## src/rtl/johnson_phase_decoder.sv

```systemverilog
// johnson_phase_decoder
// Decodes the 4-bit Johnson ring-counter state into a 3-bit phase index. It
// checks that each new code is a stall or a +1 advance of the previous one,
// locks after LOCK_CNT clean advances, and reports locked 7->0 wraps.
//
// Ports:
//   clk          rising-edge clock
//   rst          synchronous active-high reset
//   jc_in        Johnson counter state, sampled every clock
//   phase        decoded phase of the last legal code
//   locked       sequence tracked and trusted
//   wrap         one-cycle pulse on a locked 7->0 advance
//   cycle_count  number of locked wraps since reset (modulo 2^CNT_W)
//   illegal      jc_in was not a Johnson code
//   seq_err      legal code that was neither a stall nor a +1 advance
//
// All outputs are registered, so each one reflects the jc_in sampled at the
// previous edge.
//
// Optional build macro: JOHNSON_PHASE_DECODER_STICKY_ERR_EN
//   Defined:   the first error moves the FSM to FAULT. Both error flags latch
//              until rst, locking is inhibited, and wrap/cycle_count freeze.
//   Undefined: the error flags are single-cycle pulses and the block relocks.
module johnson_phase_decoder #(
    parameter int unsigned LOCK_CNT = 4,
    parameter int unsigned CNT_W    = 8
) (
    input  logic             clk,
    input  logic             rst,
    input  logic [3:0]       jc_in,
    output logic [2:0]       phase,
    output logic             locked,
    output logic             wrap,
    output logic [CNT_W-1:0] cycle_count,
    output logic             illegal,
    output logic             seq_err
);

    localparam int unsigned MATCH_W = 4;
    localparam int unsigned PHASE_W = 3;

`ifdef JOHNSON_PHASE_DECODER_STICKY_ERR_EN
    typedef enum logic [1:0] {
        ST_UNLOCK = 2'd0,
        ST_LOCKED = 2'd1,
        ST_FAULT  = 2'd2
    } state_e;
`else
    typedef enum logic {
        ST_UNLOCK = 1'b0,
        ST_LOCKED = 1'b1
    } state_e;
`endif

    state_e               state_q, state_d;
    logic                 first_q, first_d;
    logic [MATCH_W-1:0]   match_cnt_q, match_cnt_d;
    logic [PHASE_W-1:0]   phase_q, phase_d;
    logic                 locked_q, locked_d;
    logic                 wrap_q, wrap_d;
    logic [CNT_W-1:0]     cnt_q, cnt_d;
    logic                 illegal_q, illegal_d;
    logic                 seq_err_q, seq_err_d;

    logic                 legal_c;
    logic [PHASE_W-1:0]   new_phase_c;
    logic [PHASE_W-1:0]   delta_c;

    // Johnson code to phase lookup; the remaining 8 codes are illegal.
    always_comb begin
        legal_c     = 1'b1;
        new_phase_c = 3'd0;
        case (jc_in)
            4'b0000: new_phase_c = 3'd0;
            4'b0001: new_phase_c = 3'd1;
            4'b0011: new_phase_c = 3'd2;
            4'b0111: new_phase_c = 3'd3;
            4'b1111: new_phase_c = 3'd4;
            4'b1110: new_phase_c = 3'd5;
            4'b1100: new_phase_c = 3'd6;
            4'b1000: new_phase_c = 3'd7;
            default: legal_c     = 1'b0;
        endcase
    end

    // Modulo-8 distance from the last legal phase, via 3-bit wraparound.
    assign delta_c = new_phase_c - phase_q;

    // Next-state and output logic.
    always_comb begin
        state_d     = state_q;
        first_d     = first_q;
        match_cnt_d = match_cnt_q;
        phase_d     = phase_q;
        wrap_d      = 1'b0;
        cnt_d       = cnt_q;
`ifdef JOHNSON_PHASE_DECODER_STICKY_ERR_EN
        illegal_d   = illegal_q;
        seq_err_d   = seq_err_q;
`else
        illegal_d   = 1'b0;
        seq_err_d   = 1'b0;
`endif

        if (!legal_c) begin
            // Phase holds; the next legal code restarts tracking as a first sample.
            illegal_d   = 1'b1;
            first_d     = 1'b1;
            match_cnt_d = '0;
`ifdef JOHNSON_PHASE_DECODER_STICKY_ERR_EN
            state_d     = ST_FAULT;
`else
            state_d     = ST_UNLOCK;
`endif
        end else if (first_q) begin
            phase_d = new_phase_c;
            first_d = 1'b0;
        end else if (delta_c == 3'd0) begin
            // Stall: nothing changes.
        end else if (delta_c == 3'd1) begin
            phase_d = new_phase_c;
            case (state_q)
                ST_UNLOCK: begin
                    match_cnt_d = match_cnt_q + MATCH_W'(1);
                    if ((match_cnt_q + MATCH_W'(1)) == MATCH_W'(LOCK_CNT)) begin
                        state_d = ST_LOCKED;
                    end
                end
                ST_LOCKED: begin
                    if (phase_q == 3'd7) begin
                        wrap_d = 1'b1;
                        cnt_d  = cnt_q + CNT_W'(1);
                    end
                end
                default: ;
            endcase
        end else begin
            seq_err_d   = 1'b1;
            phase_d     = new_phase_c;
            match_cnt_d = '0;
`ifdef JOHNSON_PHASE_DECODER_STICKY_ERR_EN
            state_d     = ST_FAULT;
`else
            state_d     = ST_UNLOCK;
`endif
        end

        // locked mirrors the state being entered so it moves in the same output cycle.
        locked_d = (state_d == ST_LOCKED);
    end

    // State and output registers.
    always_ff @(posedge clk) begin
        if (rst) begin
            state_q     <= ST_UNLOCK;
            first_q     <= 1'b1;
            match_cnt_q <= '0;
            phase_q     <= '0;
            locked_q    <= 1'b0;
            wrap_q      <= 1'b0;
            cnt_q       <= '0;
            illegal_q   <= 1'b0;
            seq_err_q   <= 1'b0;
        end else begin
            state_q     <= state_d;
            first_q     <= first_d;
            match_cnt_q <= match_cnt_d;
            phase_q     <= phase_d;
            locked_q    <= locked_d;
            wrap_q      <= wrap_d;
            cnt_q       <= cnt_d;
            illegal_q   <= illegal_d;
            seq_err_q   <= seq_err_d;
        end
    end

    assign phase       = phase_q;
    assign locked      = locked_q;
    assign wrap        = wrap_q;
    assign cycle_count = cnt_q;
    assign illegal     = illegal_q;
    assign seq_err     = seq_err_q;

endmodule

```

## config.mk

```make
export PLATFORM = sky130hd
export DESIGN_NAME = johnson_phase_decoder
export DESIGN_NICKNAME = d
export VERILOG_FILES = /design/src/rtl/johnson_phase_decoder.sv
export SDC_FILE = /design/constraint.sdc
export NUM_CORES = 1
export LEC_CHECK = 0
export ABC_AREA = 1
export BUFFER_PORTS_ARGS = -buffer_cell sky130_fd_sc_hd__buf_2
export CAP_MARGIN = 15
export CORE_ASPECT_RATIO = 0.6
export CORE_MARGIN = 2
export CORE_UTILIZATION = 50
export DETAILED_ROUTE_END_ITERATION = 10
export GPL_TIMING_DRIVEN = 0
export PLACE_DENSITY_LB_ADDON = 0.12
export SLEW_MARGIN = 20
export SYNTH_ARGS = -nofsm -noshare
export SYNTH_HDL_FRONTEND = slang
export SYNTH_SLANG_ARGS = --single-unit
```

## constraint.sdc

```tcl
create_clock -name clk -period 6.2 [get_ports clk]
set_input_delay 0.62 -clock clk [delete_from_list [all_inputs] [get_ports clk]]
set_output_delay 0.62 -clock clk [all_outputs]
set_load 0.01 [all_outputs]
```

==> results of run 1 <==
## worst paths after layout
path,slack [ps],endpoint,startpoint,depth (start not counted)
worst max-delay path,3620,cycle_count[7],jc_in[1],14
worst min-delay path,490,locked,locked,2
worst max register to register,4080,cycle_count[7],phase[0],9
worst min register to register,490,locked,locked,2
## power by group
group	switching, W	total (W)	internal (W)
Combinational	0.0000355	0.0000542	0.0000187
Sequential	0.00000380	0.000137	0.000133
Clock	0.0000423	0.0000988	0.0000565
## per-stage QoR
stage                     hold WS (ps)  worst slack, ps
after floorplan                    463             3730
after global placement             475             3430
after detailed placement           487             3350
after CTS                          498             3630
after global routing               531             3420
final                              493             3620
## cells by family (layout without fill, tap and decap cells)
group | count (synthesis) | count (layout)
flops | 20 | 20
xor+xnor | 8 | 8
buf+inv | 20 | 44
fa+ha+maj | 5 | 5
simple gates | 87 | 87
compound gates | 16 | 16
## layout make-up
type | instances | area (sq um)
fill | 222 | 828
buffer | 2 | 15.0
tap | 30 | 37.5
clock buffer | 4 | 55.1
sequential | 20 | 400
inverter | 18 | 72.6
multi-input combinational | 116 | 654
timing repair buffer | 20 | 100
## cells in the mapped netlist
master	count	share of area, %
a21oi_1	11	4.8
and3_2	1	0.66
buf_6	1	0.99
clkbuf_1	1	0.33
clkinv_4	1	0.77
dfxtp_1	20	35
fa_1	1	1.8
ha_1	4	4.4
inv_1	15	4.9
inv_2	2	0.66
nand2_1	32	11
nand2_2	3	1.6
nand2_4	3	3.0
nand3_1	17	7.4
nand3_2	1	0.88
nand3_4	1	1.5
nand3b_1	1	0.66
nand4_1	1	0.55
nor2_1	22	7.2
nor2_2	3	1.6
nor2_8	1	1.8
o21ai_0	3	1.3
o21ai_1	2	0.88
or2_1	1	0.55
xnor2_1	5	3.8
xor2_1	3	2.3
## registers in the layout, indices dropped and copies added (netlist names)
signal / count
illegal: 1
seq_err: 1
locked: 1
cycle_count: 8
phase: 3
match_cnt_q: 4
wrap: 1
first_q: 1
## tightest hold or removal path: cells and delay by family, from the launching register on
| kind | cells | cell delay [ps] |
|---|---|---|
| flops | 1 | 340 |
| compound gates | 1 | 50 |
| buf+inv | 1 | 60 |
## layer usage
layer	vias up	global-route usage, %
met2	17	32.3
met5	-	0
li1	545	-
met4	0	5.21
met3	2	6.87
met1	447	23.5
==> impl_metrics.toml, run 1 <==
[detailed_routing]
post-route-drc-count = 0
dr_total_vias = 1011
detailedRoute.firstPassIterationCount = 4
routed_wirelength_um = 2300
via_per_inst = 4.81
drt-met1-wl_um = 1160
drtIter0Drc = 26
wl_per_cell_um = 10.9
met2_length_um = 1020
met3_wirelength_um = 97
drtAntennaViolNets = 0
dr.max_layer_used = "met4"

[cts]
tritoncts_clock_tree = "yes"
cts_setup_buffers = 0
cts.hold.buffers_added = 0
clock-root-buffer = "clkbuf_8"
numCtsBuffers = 3
clock_sink_count = 20
cts-resized-gates = 0
cts_max_path_buffers = 2
cts_max_level = 1
clock_transition_at_the_registers_of_the_reported_paths_ps = 80
clk_latency_ps = 260

[timing]
setup_total_negative_slack_ps = 0
rsz0062_at_grt = "false"
maxSlewHeadroom_pct = 71.4
skew_ps = 7.42
tightestPinTransition_ps = 429
setup_viol_count_final = 0
timing_max_transition_violations_final = 0
portion_of_the_clock_cycle_consumed_by_the_worst_path_in_the_final_layout_pct = 41.5
max_clock_freq_mhz = 388
report.final.hold_viol_count = 0
final_period_minus_worst_setup_slack_ps = 2580

[outcome]
run_status = "finished, final reports clean"

[global_route]
globalRouteOverflowTotal = 0
grt_pass1_wl_um = 3650
groute.usage.overall_pct = 19.0
first_global_vias = 838
maximum_number_of_pins_on_one_net_before_global_route_repair = 12
grt_antenna_before_repair = 0

[synthesis]
syn-num-nets = 167
synth-adder-area-share_pct = 6.13
synthesis.instances = 156
ys_seq_area_share_pct = 35.0
synth_compound_area_share_pct = 7.01
yosys.area_share.xor_xnor_pct = 6.13
total_of_flip_flops_plus_latches_after_synthesis = 20
post_synth_num_cell_types = 26
synth_simple_gate_area_share_pct = 38.0
post_synth_mux_area_share_pct = 0
synth_warnings = 0
synth.cell_area_sq_um = 1140
dominant_combinational_cell_family_by_area_after_synthesis = "simple AND/OR/NAND/NOR gates"
syn-mean-instance-area_sq_um = 7.32

[floorplan]
die-height_um = 41.0
initial_cell_density_of_the_core_pct = 52.8
row_count = 13
coreArea_sq_um = 2160
chipWidth_um = 65.7
ports = 21
fp.dieArea_sq_um = 2700

[hold_path]
hold_path.class = "register to register"

[finish]
drive_above_1_share_pct = 22.8
final_common_cell = "nand2_1"
design.final.nets = 192
highest_count_cells_in_the_layout_ignoring_fill_and_taps = "nand2_1, nor2_1, dfxtp_1, buf_2, nand3_1"
antenna_cells = 0
layout.core_utilization_pct = 61.7
final_design_area_no_fill_sq_um = 1340
areaGrowthSynthToFinish_pct = 16.9
final_cell_count_no_fill = 210

[critical_path]
worstPathBufferInverterCount = 3
cp_data_arrival_time_ps = 2710
cp_top_delay_family = "simple AND/OR/NAND/NOR gates"
crit_path_start_kind = "input pin"
crit_chain = "buf_2 -> inv_1 -> nand2_1 -> nand2_1 -> o21ai_0 -> ha_1 -> fa_1 -> inv_1 -> nor2_1 -> nand3_4 -> nor2_8 -> nand2_4 -> nand2_1 -> a21oi_1"
crit_path_class = "input pin to register"
cpMaxStageDelayCell = "fa_1"
worst-path-max-fanout = 9
crit_path_frequent_cell = "nand2_1"
cp-end-kind = "register"
worst_ep_required_time_ps = 6330
worst_path_largest_cell_delay_ps = 520

[placed_design]
postPlaceCellArea_sq_um = 1280
number_of_instances_in_the_placed_design = 206
place.gp.congestion = 0.815
port_buffers = 20
detail_placement_hpwl_um = 1760

[job]
drv.max_cap_violation_count = 0

[power]
p_leak_nw = 0.675
power.ir.vdd_worst_v = 0.000140
p_total_w = 0.000290
power.density_cell_area_nw_per_um2 = 217
(Power assumes the default switching activity.)
==> run 2: changes to the inputs <==
--- a/config.mk
+++ b/config.mk
@@ -5,7 +5,7 @@
 export SDC_FILE = /design/constraint.sdc
 export NUM_CORES = 1
 export LEC_CHECK = 0
-export ABC_AREA = 1
+export ABC_AREA = 0
 export BUFFER_PORTS_ARGS = -buffer_cell sky130_fd_sc_hd__buf_2
 export CAP_MARGIN = 15
 export CORE_ASPECT_RATIO = 0.6
==> constraint.sdc (replaced) <==
create_clock -name clk -period 2.7 [get_ports clk]
set_input_delay 0.27 -clock clk [delete_from_list [all_inputs] [get_ports clk]]
set_output_delay 0.27 -clock clk [all_outputs]
set_load 0.01 [all_outputs]
==> impl_metrics.toml, run 2 <==
[cts]
cts_max_level = 1
numCtsBuffers = 3
clk_latency_ps = 260
clock_transition_at_the_registers_of_the_reported_paths_ps = 70
clock-root-buffer = "clkbuf_8"
cts.hold.buffers_added = 0
clock_sink_count = 20
tritoncts_clock_tree = "yes"
cts_max_path_buffers = 2

[finish]
drive_above_1_share_pct = 25.3
largest_reg_flops = 8
areaGrowthSynthToFinish_pct = 17.8
antenna_cells = 0
design.final.nets = 166
final_cell_count_no_fill = 186
final_common_cell = "dfxtp_1"
highest_count_cells_in_the_layout_ignoring_fill_and_taps = "dfxtp_1, buf_2, nor2_1"
final_design_area_no_fill_sq_um = 1510

[power]
p_total_w = 0.000678
p_clk_share_pct = 34.0
p_leak_nw = 0.679
power.ir.vdd_worst_v = 0.000260
pwr-share-comb_pct = 20.7
net-switching-power_w = 0.000194
sw_frac_of_total_pct = 28.5
pwr-share-seq_pct = 45.3
p_int_w = 0.000485
power.density_cell_area_nw_per_um2 = 450

[synthesis]
ys_top_cells_by_count = "dfxtp_1, nor2b_1, nor2_1"
asyncSetResetFlopFracSynth_pct = 0
synth-adder-area-share_pct = 5.48
synth_area_leaders = "dfxtp_1, mux2_1, a2111oi_4"
ys_seq_area_share_pct = 31.3
yosys.area_share.xor_xnor_pct = 2.05
synth_compound_area_share_pct = 22.0
post_synth_num_cell_types = 42
yosys.area.top_type_share_pct = 31.3
syn-num-nets = 142
synth.cell_area_sq_um = 1280
post_synth_mux_area_share_pct = 11.1
syn-mean-instance-area_sq_um = 9.76
post-synth-top-count-cell = "dfxtp_1"
synthesis.instances = 131
synthFlopType = "dfxtp_1"
post_synthesis_cell_type_with_the_largest_combined_area = "dfxtp_1"
synth_warnings = 0
synth_simple_gate_area_share_pct = 22.8
dominant_combinational_cell_family_by_area_after_synthesis = "simple AND/OR/NAND/NOR gates"
number_of_flops_mapped_to_enable_cells_by_yosys = 0
total_of_flip_flops_plus_latches_after_synthesis = 20

[critical_path]
worst_ep_required_time_ps = 2840
cp_data_arrival_time_ps = 2730
cpMaxStageDelayCell = "fa_2"
crit_path_class = "input pin to register"
worst-path-max-fanout = 7
cp-end-kind = "register"
crit_path_start_kind = "input pin"
worstPathBufferInverterCount = 3
worst_path_largest_cell_delay_ps = 560
cp_top_delay_family = "compound AO/OA/AOI/OAI gates"
crit_chain = "clkbuf_4 -> nor2b_2 -> o22ai_1 -> ha_1 -> fa_2 -> inv_1 -> a311o_1 -> buf_6 -> a2111oi_4 -> mux2_1"

[placed_design]
number_of_instances_in_the_placed_design = 181
postPlaceCellArea_sq_um = 1420
port_buffers = 18
detail_placement_hpwl_um = 2030
place.gp.congestion = 0.819

[detailed_routing]
routed_wirelength_um = 2880
post-route-drc-count = 0
via_per_inst = 5.85
dr_total_vias = 1088
wl_per_cell_um = 15.5
drtIter0Drc = 103
drtAntennaViolNets = 0
detailedRoute.firstPassIterationCount = 4

[timing]
setup_total_negative_slack_ps = 0
max_clock_freq_mhz = 386
tightestPinTransition_ps = 594
skew_ps = 9.73
rsz0062_at_grt = "false"
timing_max_transition_violations_final = 0
report.final.hold_viol_count = 0
portion_of_the_clock_cycle_consumed_by_the_worst_path_in_the_final_layout_pct = 95.8
setup_viol_count_final = 0
maxSlewHeadroom_pct = 60.4
final_period_minus_worst_setup_slack_ps = 2590

[global_route]
groute.usage.overall_pct = 19.1
groute.layer.met2.usage_pct = 29.0
first_global_vias = 989
globalRouteOverflowTotal = 0
maximum_number_of_pins_on_one_net_before_global_route_repair = 12
grt_pass1_wl_um = 4520
grt_antenna_before_repair = 0
grt_util_met3_pct = 6.18
top_usage_layer = "met2"
grt.met1_usage_pct = 25.8

[floorplan]
die-height_um = 43.2
row_count = 14
ports = 21
coreArea_sq_um = 2470
initial_cell_density_of_the_core_pct = 51.8
chipWidth_um = 69.3
fp.dieArea_sq_um = 2990

[job]
drv.max_cap_violation_count = 0

[hold_path]
hold_path.class = "input pin to register"

[outcome]
run_status = "finished, final reports clean"
-- run 2: changes by cell type in the layout (fill, tap and decap cells not counted), moves of 4 or more --
cell	change
nand2b_1	+5
xnor2_1	-5
mux2_1	+8
nand3_1	-12
a41o_1	+4
nor2_1	-10
inv_1	-11
mux2i_1	+4
nand2_1	-28
a21oi_1	-11
nor2b_1	+11
-- run 2: layout make-up --
type / count / area, sq um
tap: 32 / 40.0
fill: 219 / 963
multi-input combinational: 98 / 838
timing repair buffer: 19 / 100
clock buffer: 4 / 55.1
buffer: 8 / 53.8
sequential: 20 / 400
inverter: 5 / 18.8
-- run 2: cell families (layout without fill, tap and decap cells) --
kind of cell / after synthesis / after routing
xor gates and xnor gates: 3 / 3
buffers and inverters: 13 / 36
DFF: 20 / 20
and+or+nand+nor: 52 / 52
AOI/OAI and AO/OA: 25 / 25
muxes: 13 / 13
adders and majority gates: 5 / 5
-- run 2: worst register-to-register path, stage by stage, from the launching register on --
cell and delay, ps:
dfxtp_1 340, ha_1 210, fa_2 560, inv_1 40, a311o_1 330, buf_6 180
a2111oi_4 360, mux2_1 350
-- run 2: path summary, 6_finish.rpt --
| kind | start | to | slack, ps | cells past startpoint |
|---|---|---|---|---|
| setup / recovery | jc_in[0] | cycle_count[7] | 110 | 10 |
| hold reg to reg | cycle_count[1] | cycle_count[1] | 520 | 2 |
| hold / removal | rst | cycle_count[2] | 410 | 3 |
| setup reg to reg | phase[0] | cycle_count[7] | 220 | 7 |
-- run 2: power by group through the flow --
stage	logic [W]	clock network (W)	registers, W
floorplan	0.0000918	0	0.000315
global placement	0.000121	0	0.000313
detailed placement	0.000125	0	0.000313
CTS	0.000130	0.000236	0.000307
global route	0.000154	0.000251	0.000308
finish	0.000141	0.000231	0.000307
-- run 2: metal layers --
metal	wire, um	up-vias
met5	0	-
met4	12	0
met3	168	4
met2	1290	35
met1	1400	517
li1	-	532
-- run 2: stage by stage --
step / hold WS, ps / utilization (%) / setup slack, ps
2_1_floorplan: 456 / - / 18.2
5_1_grt: 437 / 61.0 / 14.2
3_5_place_dp: 509 / 57.4 / -282
6_report: 412 / 61.0 / 113
3_3_place_gp: 488 / 57.4 / -210
4_1_cts: 398 / 60.1 / 20.1
-- run 2: repair_timing --
action / in CTS / in global routing
cloned: 0 / 0
pin swaps: 0 / 1
setup endpoints to repair: 1 / 7
setup buffers: 0 / 1
resized for setup: 2 / 4
